==> src/rtl/mips_pkg.sv <==
// Shared MIPS core definitions: opcode constants, hazard FSM state encoding
// and the decode helper telling whether an instruction reads its rt field.
package mips_pkg;

    localparam logic [5:0] OP_RTYPE = 6'b000000;
    localparam logic [5:0] OP_LW    = 6'b100011;
    localparam logic [5:0] OP_SW    = 6'b101011;
    localparam logic [5:0] OP_BEQ   = 6'b000100;

    typedef enum logic {
        IDLE  = 1'b0,
        STALL = 1'b1
    } hazard_state_t;

    // LW writes rt rather than reading it, so only these three read rt.
    function automatic logic uses_rt(input logic [5:0] opcode);
        return (opcode == OP_RTYPE) || (opcode == OP_BEQ) || (opcode == OP_SW);
    endfunction

endpackage

==> src/rtl/hazard_unit_load_use_detect.sv <==
// Combinational load-use detector: flags when the LW in EX writes a register
// the instruction in ID is about to read. r0 is never a real dependency.
module load_use_detect
    import mips_pkg::*;
(
    input  logic [5:0] opcode,
    input  logic [4:0] rs,
    input  logic [4:0] rt,
    input  logic       ex_mem_read,
    input  logic [4:0] ex_rt,
    output logic       load_use
);

    logic rs_match;
    logic rt_match;

    assign rs_match = (ex_rt == rs);
    assign rt_match = uses_rt(opcode) && (ex_rt == rt);

    assign load_use = ex_mem_read && (ex_rt != 5'd0) && (rs_match || rt_match);

endmodule

==> src/rtl/hazard_unit.sv <==
// Load-use stall and branch flush controller beside the ID stage.
// Optional statistics counters are built only when HAZARD_STATS_EN is defined.
module hazard_unit
    import mips_pkg::*;
#(
    parameter int STALL_CYCLES = 1,
    parameter int CNT_W        = 32
) (
    input  logic             clk,
    input  logic             reset,
    input  logic [5:0]       if_id_opcode,
    input  logic [4:0]       if_id_rs,
    input  logic [4:0]       if_id_rt,
    input  logic             id_ex_mem_read,
    input  logic [4:0]       id_ex_rt,
    input  logic             branch_taken,
    output logic             pc_write,
    output logic             if_id_write,
    output logic             hazard_detected,
    output logic             flush_if_id,
    output logic             flush_id_ex,
    output logic             flush_ex_mem,
    output logic [CNT_W-1:0] stall_count,
    output logic [CNT_W-1:0] flush_count
);

    localparam logic [1:0] STALL_INIT = 2'(STALL_CYCLES - 1);

    hazard_state_t state, next_state;
    logic [1:0]    cnt, next_cnt;
    logic [4:0]    held_rt;
    logic          load_use;
    logic          enter_stall;

    load_use_detect u_load_use_detect (
        .opcode      (if_id_opcode),
        .rs          (if_id_rs),
        .rt          (if_id_rt),
        .ex_mem_read (id_ex_mem_read),
        .ex_rt       (id_ex_rt),
        .load_use    (load_use)
    );

    always_ff @(posedge clk or posedge reset) begin
        if (reset) begin
            state <= IDLE;
            cnt   <= '0;
        end else begin
            state <= next_state;
            cnt   <= next_cnt;
        end
    end

    always_ff @(posedge clk) begin
        if (enter_stall) begin
            held_rt <= id_ex_rt;
        end
    end

    // The first bubble is issued from IDLE; STALL covers the remaining ones.
    always_comb begin
        next_state  = state;
        next_cnt    = cnt;
        enter_stall = 1'b0;
        case (state)
            IDLE: begin
                if (!branch_taken && load_use && (STALL_CYCLES > 1)) begin
                    next_state  = STALL;
                    next_cnt    = STALL_INIT;
                    enter_stall = 1'b1;
                end
            end
            STALL: begin
                if (branch_taken || (cnt <= 2'd1)) begin
                    next_state = IDLE;
                    next_cnt   = '0;
                end else begin
                    next_cnt = cnt - 2'd1;
                end
            end
            default: begin
                next_state = IDLE;
                next_cnt   = '0;
            end
        endcase
    end

    // Outputs react to the current inputs so a stall or flush lands this cycle.
    always_comb begin
        pc_write        = 1'b1;
        if_id_write     = 1'b1;
        hazard_detected = 1'b0;
        flush_if_id     = 1'b0;
        flush_id_ex     = 1'b0;
        flush_ex_mem    = 1'b0;
        if (!reset) begin
            if (branch_taken) begin
                flush_if_id  = 1'b1;
                flush_id_ex  = 1'b1;
                flush_ex_mem = 1'b1;
            end else if ((state == STALL) || load_use) begin
                hazard_detected = 1'b1;
                pc_write        = 1'b0;
                if_id_write     = 1'b0;
            end
        end
    end

`ifdef HAZARD_STATS_EN
    logic [CNT_W-1:0] stall_cnt_q;
    logic [CNT_W-1:0] flush_cnt_q;

    function automatic logic [CNT_W-1:0] sat_inc(input logic [CNT_W-1:0] v);
        return (v == '1) ? v : v + 1'b1;
    endfunction

    always_ff @(posedge clk or posedge reset) begin
        if (reset) begin
            stall_cnt_q <= '0;
            flush_cnt_q <= '0;
        end else begin
            if (hazard_detected) begin
                stall_cnt_q <= sat_inc(stall_cnt_q);
            end
            if (branch_taken && flush_ex_mem) begin
                flush_cnt_q <= sat_inc(flush_cnt_q);
            end
        end
    end

    assign stall_count = stall_cnt_q;
    assign flush_count = flush_cnt_q;
`else
    assign stall_count = '0;
    assign flush_count = '0;
`endif

    // A stall is only ever entered for a real (non-r0) destination.
    held_rt_nonzero: assert property (@(posedge clk) disable iff (reset)
        (state == STALL) |-> (held_rt != 5'd0));

endmodule

==> config.mk <==
export PLATFORM = sky130hd
export DESIGN_NAME = hazard_unit
export DESIGN_NICKNAME = d
export VERILOG_FILES = /design/src/rtl/mips_pkg.sv /design/src/rtl/hazard_unit_load_use_detect.sv /design/src/rtl/hazard_unit.sv
export SDC_FILE = /design/constraint.sdc
export NUM_CORES = 1
export LEC_CHECK = 0
export CORE_AREA = 2 2 56 58
export CTS_CLUSTER_DIAMETER = 100
export DETAILED_ROUTE_END_ITERATION = 10
export DIE_AREA = 0 0 58 60
export PLACE_DENSITY = 0.95
export SYNTH_ARGS = -nofsm -noshare
export SYNTH_HDL_FRONTEND = slang
export SYNTH_SLANG_ARGS = --single-unit
==> constraint.sdc <==
create_clock -name clk -period 2.92 [get_ports clk]
set_input_delay 0.438 -clock clk [delete_from_list [all_inputs] [get_ports clk]]
set_output_delay 0.438 -clock clk [all_outputs]
set_load 0.1 [all_outputs]
==> implementation parameters, run 1 <==
Parameter                              Value

Global route
  Pin count of the biggest net entering global routing    7
  Antenna violations before repair    0
  Total congestion overflow    0
  Overall global routing resource usage    6.73%
  Wire length of the first global-routing pass    1730 µm
  Vias in the first global route    446

STA
  Unrepaired setup endpoints after global routing    no
  Count of final setup violators    0
  Number of hold violations in the final report    0
  Worst clock skew    0.00139 ns
  Setup TNS    0 ns
  Final period utilization    86.9%
  Top achievable clock speed    394 MHz
  Min Clock Period, post-route    2.54 ns
  Worst Hold Slack    0.429 ns
  Slew Viols, Final    0

Drt
  Routed length per placed instance    7.30 µm
  Aggregate routed wire length    1230 µm
  Drt via density    3.32
  Count of nets left with antenna violations after detail routing    0
  Detailed router's first-iteration violation count    7
  Vias after detailed routing    557
  Number of remaining DRC errors    0
  First-pass iteration count of the detailed router    4

Setup path
  Largest fanout on the critical path    3
  Worst r2r src    cnt[0]
  Maximum single-stage delay on the critical path    0.52 ns
  Buffer and inverter count on the worst path    2
  Type of element capturing the critical path    output port
  Startpoint type of the worst setup path    primary input
  Type of the worst setup path    in2out
  Slack of the worst reg-to-reg path    1.75 ns
  Highest-delay cell along the critical path    or4_1
  Top delay family on crit path    buffers and inverters
  CP required    2.48 ns
  CP cell instances    clkdlybuf4s50_1 > or4_1 > o21ai_1 > nand2b_1 > o311ai_4 > buf_12
  CP Data Arrival Time    2.10 ns
  Worst r2r path cells    4
  Worst reg2reg path endpoint    cnt[0]

Clock network
  Number of post-CTS setup repair buffers    0
  Quantity of gates resized following cts    0
  Number of buffers on the longest clock path    2
  H-tree Lvls    1
  CTS clock-pin slew for the worst setup and hold paths    0.04 ns
  Cts hold-fix bufs    0
  Number of sinks on the clock net    3
  TritonCTS buffer count    3
  Clk_lat worst skew    0.23 ns
  Clk root buf    clkbuf_4
  CTS tree    done

Yosys
  Post-synthesis instance total    104
  Syn avg cell area    7.81 µm²
  Post-Synth XOR/XNOR Area    10.8%
  Synthesized-area fraction occupied by and/or/nand/nor cells    9.24%
  Number of enable-type register cells in the synthesized netlist    0
  Share of synthesized registers carrying an async set or reset    100%
  Ys flop type    dfrtp_1
  Share of the synthesized area in the top cell type    61.9%
  Combinational family with the most area after synthesis    buffers and inverters
  Number of flip-flops and latches in the synthesized netlist    3
  Ranking of synthesized cells by instance count    buf_4 (67), xnor2_1 (7), dfrtp_1 (3), inv_1 (3), xor2_1 (3)
  Synthesized-area fraction occupied by adder cells    1.54%
  Most instantiated library cell after synthesis    buf_4
  Number of distinct library cells after synthesis    23
  Sequential element share of the synthesized area    9.24%
  Multiplexer share of the synthesized area    1.23%
  Synth Cell Area    812 µm²
  Library cell with the largest summed area after synthesis    buf_4
  Number of synthesis warnings    0
  Cell types occupying the most area after synthesis    buf_4 (62%), dfrtp_1 (9.2%), xnor2_1 (7.6%), xor2_1 (3.2%), ha_1 (1.5%)
  Post-synthesis compound-gate area fraction    4.16%

Floorplan
  Area inside the core boundary    0.00290 mm²
  Vert. Die Dim    60 µm
  Top Ports    95
  Core Rows    20
  Total die area    0.00348 mm²
  Starting density of the core    28.0%
  Die Width    58 µm

Run
  Maximum Capacitance Violations    0

Finish
  ANT cells    0
  Final layout net count    162
  Design Area, Final    961 µm²
  Ratio of cells with drive above 1 in the final layout    8.15%
  Synth-to-layout area growth    18.3%

Pwr
  Power per unit of standard cell area    582 mW/mm²
  Highest ir drop seen on vdd    0.256 mV
  P_leak    0.490 nW
  PnR Total Power    559 µW

Place
  Half-perimeter wire length after placement    1200 µm
  Routability Congestion    0.608
  Instance area after placement    935 µm²
  Buffers added on ports    30

Min path
  Class of the most critical hold timing path    in2async

Run status
  Result of the run    completed
-- flip-flops by register name (all words and copies together) (netlist names) --
signal	cells
cnt	2
state	1
-- worst max-delay path by stage --
| stage | depth (start not counted) | endpoint | start |
|---|---|---|---|
| 2_1_floorplan | 2 | flush_id_ex | reset |
| 3_3_place_gp | 7 | hazard_detected | id_ex_rt[4] |
| 3_5_place_dp | 6 | if_id_write | id_ex_rt[2] |
| 4_1_cts | 6 | hazard_detected | id_ex_rt[0] |
| 5_1_grt | 7 | hazard_detected | id_ex_rt[1] |
| 6_report | 6 | pc_write | id_ex_rt[2] |
-- final cells by class --
| cell class | count | area, µm² |
|---|---|---|
| flip-flops and latches | 3 | 75.1 |
| clock buffers | 4 | 26.3 |
| fillers | 308 | 1940 |
| well taps | 33 | 41.3 |
| inverters | 3 | 11.3 |
| multi-input cells | 94 | 477 |
| repair buffers | 31 | 330 |
-- stage by stage --
stage / util, % / instances / setup WS [ns]
5_1_grt: 33.1 / 168 / 0.194
6_report: 33.1 / 168 / 0.383
3_3_place_gp: 32.2 / 164 / 0.363
2_1_floorplan: - / 167 / 0.143
4_1_cts: 33.1 / 168 / 0.353
3_5_place_dp: 32.2 / 164 / 0.353
-- cells by family after synthesis --
family / after synthesis
AO/OA/AOI/OAI: 5
XOR/XNOR: 10
adder cells (fa/ha/maj): 1
buffers and inverters: 70
flip-flops: 3
multiplexers: 1
other: 1
AND/OR/NAND/NOR: 13
-- routing by layer --
metal,vias to the layer above,GRT usage [%],part of all wire [%]
met5,-,0,0
met4,0,2.99,0
met3,0,2.81,19
met2,57,12.8,56
met1,237,6.23,26
li1,263,-,-
-- where the power goes --
group / total (mW) / switching, mW / internal (mW) / leakage, nW
clock network: 0.0719 / 0.0207 / 0.0512 / 0.0150
registers: 0.0465 / 0.00181 / 0.0447 / 0.0387
logic: 0.441 / 0.396 / 0.0448 / 0.436
-- placed cells by master (no fill, tap or decap), drive strengths merged --
cell type,synthesis,routed
nor2,1,1
nand3,1,1
nor3,2,2
buf,67,7
o21ai,2,2
a21oi,1,1
xor2,3,3
or4,1,1
conb,1,64
clkdlybuf4s50,0,24
nand4,1,1
clkbuf,0,4
mux2i,1,1
ha,1,1
nand2,2,2
nor2b,1,1
o311ai,1,1
o311a,1,1
nor4,2,2
nand2b,1,1
and4b,1,1
xnor2,7,7
inv,3,3
dfrtp,3,3
-- worst register-to-register path: cells and delay by family, from the launching register on --
family,cells,cell delay [ns]
buffers and inverters,1,0.07
DFF,1,0.38
muxes,1,0.13
adders and majority gates,1,0.20
and+or+nand+nor,1,0.31
No activity file was read; power rests on OpenSTA's default activity.
==> run 2, diff against run 1 <==
--- a/config.mk
+++ b/config.mk
@@ -5,10 +5,13 @@
 export SDC_FILE = /design/constraint.sdc
 export NUM_CORES = 1
 export LEC_CHECK = 0
-export CORE_AREA = 2 2 56 58
+export CAP_MARGIN = 25
+export CELL_PAD_IN_SITES_DETAIL_PLACEMENT = 1
+export CELL_PAD_IN_SITES_GLOBAL_PLACEMENT = 1
+export CORE_AREA = 2 2 71 73
 export CTS_CLUSTER_DIAMETER = 100
 export DETAILED_ROUTE_END_ITERATION = 10
-export DIE_AREA = 0 0 58 60
+export DIE_AREA = 0 0 73 75
 export PLACE_DENSITY = 0.95
 export SYNTH_ARGS = -nofsm -noshare
 export SYNTH_HDL_FRONTEND = slang
==> implementation parameters, run 2 (same netlist as run 1, synthesis figures left out) <==
Parameter                              Value

Run status
  Result of the run    completed (unchanged)

Clock network
  TritonCTS buffer count    3 (unchanged)
  Clk root buf    clkbuf_8 (was clkbuf_4)
  Number of sinks on the clock net    3 (unchanged)
  H-tree Lvls    1 (unchanged)
  Number of post-CTS setup repair buffers    0 (unchanged)
  Clk_lat worst skew    0.22 ns (was 0.23 ns)
  Cts hold-fix bufs    0 (unchanged)
  Number of buffers on the longest clock path    2 (unchanged)
  CTS tree    done (unchanged)
  CTS clock-pin slew for the worst setup and hold paths    0.03 ns (was 0.04 ns)
  Quantity of gates resized following cts    0 (unchanged)

Setup path
  CP cell instances    clkdlybuf4s50_1 > xnor2_1 > nand4_1 > nor4_1 > buf_4 > o311a_1 > buf_12 (was clkdlybuf4s50_1 > or4_1 > o21ai_1 > nand2b_1 > o311ai_4 > buf_12)
  Startpoint type of the worst setup path    primary input (unchanged)
  Maximum single-stage delay on the critical path    0.54 ns (was 0.52 ns)
  Type of the worst setup path    in2out (unchanged)
  Highest-delay cell along the critical path    clkdlybuf4s50_1 (was or4_1)
  Worst reg2reg path endpoint    cnt[0] (unchanged)
  CP required    2.48 ns (about the same)
  Worst r2r path cells    4 (unchanged)
  CP Data Arrival Time    2.11 ns (was 2.10 ns)
  Slack of the worst reg-to-reg path    1.73 ns (was 1.75 ns)
  Largest fanout on the critical path    3 (unchanged)
  Type of element capturing the critical path    output port (unchanged)
  Worst r2r src    cnt[0] (unchanged)

Pwr
  Fraction of power spent switching nets    70.1% (was 74.8%)
  Comb power frac    72.6% (was 78.8%)
  Sequential group share of total power    7.6% (was 8.3%)
  Power per unit of standard cell area    607 mW/mm² (was 582 mW/mm²)
  P_leak    0.498 nW (was 0.490 nW)
  Highest ir drop seen on vdd    0.113 mV (was 0.256 mV)
  Switching pwr    428 µW (was 418 µW)
  Internal power    183 µW (was 141 µW)
  Clock Power Share    19.8% (was 12.9%)

Drt
  Detailed router's first-iteration violation count    2 (was 7)
  Aggregate routed wire length    1690 µm (was 1230 µm)
  Number of remaining DRC errors    0 (unchanged)
  First-pass iteration count of the detailed router    3 (was 4)
  Drt via density    2.98 (was 3.32)
  Count of nets left with antenna violations after detail routing    0 (unchanged)
  Routed length per placed instance    8.93 µm (was 7.30 µm)
  Vias after detailed routing    563 (was 557)

Global route
  Pin count of the biggest net entering global routing    7 (unchanged)
  Wire length of the first global-routing pass    2020 µm (was 1730 µm)
  Overall global routing resource usage    5.16% (was 6.73%)
  Vias in the first global route    470 (was 446)
  Total congestion overflow    0 (unchanged)
  Antenna violations before repair    0 (unchanged)

Run
  Maximum Capacitance Violations    0 (unchanged)

Finish
  Reg with most FFs    cnt (unchanged)
  Commonest cells after routing, fill and taps aside    conb_1 (64), clkdlybuf4s50_1 (24), xnor2_1 (7) (unchanged)
  Synth-to-layout area growth    23.9% (was 18.3%)
  Ratio of cells with drive above 1 in the final layout    8.15% (unchanged)
  Final layout net count    162 (unchanged)
  Commonest non-fill, non-tap cell in the layout    conb_1 (unchanged)
  Max FFs per register    2 (unchanged)
  ANT cells    0 (unchanged)
  Registers with the most flip-flops    cnt x2, state x1 (unchanged)

STA
  Min Clock Period, post-route    2.54 ns (about the same)
  Count of final setup violators    0 (unchanged)
  Worst Hold Slack    0.459 ns (was 0.429 ns)
  Number of hold violations in the final report    0 (unchanged)
  Worst clock skew    0.00330 ns (was 0.00139 ns)
  Final period utilization    87.1% (was 86.9%)
  Unrepaired setup endpoints after global routing    no (unchanged)
  Slew Viols, Final    0 (unchanged)
  Top achievable clock speed    393 MHz (was 394 MHz)
  Setup TNS    0 ns (unchanged)

Floorplan
  Core Rows    25 (was 20)
  Die Width    73 µm (was 58 µm)
  Starting density of the core    17.4% (was 28.0%)
  Vert. Die Dim    75 µm (was 60 µm)
  Total die area    0.00548 mm² (was 0.00348 mm²)
  Area inside the core boundary    0.00466 mm² (was 0.00290 mm²)
  Top Ports    95 (unchanged)

Min path
  Class of the most critical hold timing path    in2async (unchanged)

Place
  Buffers added on ports    30 (unchanged)
  Half-perimeter wire length after placement    1640 µm (was 1200 µm)
  Routability Congestion    0.581 (was 0.608)
-- run 2: cell count changes in the layout (fill, tap and decap cells not counted) --
cell	before	now
clkbuf_4	3	0
clkbuf_8	0	3
-- run 2: cell type report --
type | count | area [µm²]
Clock buffer | 4 | 45.0
Fill cell | 575 | 3650
Inverter | 3 | 11.3
Multi-Input combinational cell | 94 | 477
Sequential cell | 3 | 75.1
Tap cell | 54 | 67.6
Timing Repair Buffer | 31 | 330
-- run 2: how the worst max path moves through the flow --
stage | cells past startpoint | slack [ns] | to | startpoint
2_1_floorplan | 2 | 0.14 | flush_id_ex | reset
3_3_place_gp | 7 | 0.37 | hazard_detected | id_ex_rt[1]
3_5_place_dp | 7 | 0.35 | hazard_detected | id_ex_rt[0]
4_1_cts | 7 | 0.35 | hazard_detected | id_ex_rt[0]
5_1_grt | 6 | 0.22 | hazard_detected | id_ex_rt[4]
6_report | 7 | 0.38 | hazard_detected | id_ex_rt[0]
-- run 2: critical path, delay by kind of cell --
kind                   cells  cell delay, ns
AO/OA/AOI/OAI              1            0.21
buffers and inverters      3            0.92
XOR/XNOR                   1            0.14
AND/OR/NAND/NOR            2            0.40
-- run 2: routing by layer --
metal | routed length [µm] | vias up | global-route usage [%]
li1 | - | 262 | -
met1 | 422 | 249 | 3.21
met2 | 1010 | 47 | 10.7
met3 | 212 | 5 | 3.21
met4 | 41 | 0 | 2.88
met5 | 0 | - | 0
-- run 2: per-stage QoR --
step	util (%)	cells	total power, mW	area [µm²]	setup WS, ns
6_report	21.6	189	0.610	1010	0.376
5_1_grt	21.6	189	0.631	1010	0.221
4_1_cts	21.6	189	0.613	1010	0.351
3_5_place_dp	20.6	185	0.489	961	0.354
3_3_place_gp	20.6	185	0.485	961	0.365
2_1_floorplan	-	167	0.511	1070	0.143
-- run 2: power groups by stage --
stage | sequential, mW | clock [mW] | combinational, mW
2_1_floorplan | 0.0466 | 0 | 0.465
3_3_place_gp | 0.0468 | 0 | 0.438
3_5_place_dp | 0.0471 | 0 | 0.442
4_1_cts | 0.0466 | 0.125 | 0.442
5_1_grt | 0.0468 | 0.129 | 0.454
6_report | 0.0466 | 0.121 | 0.443
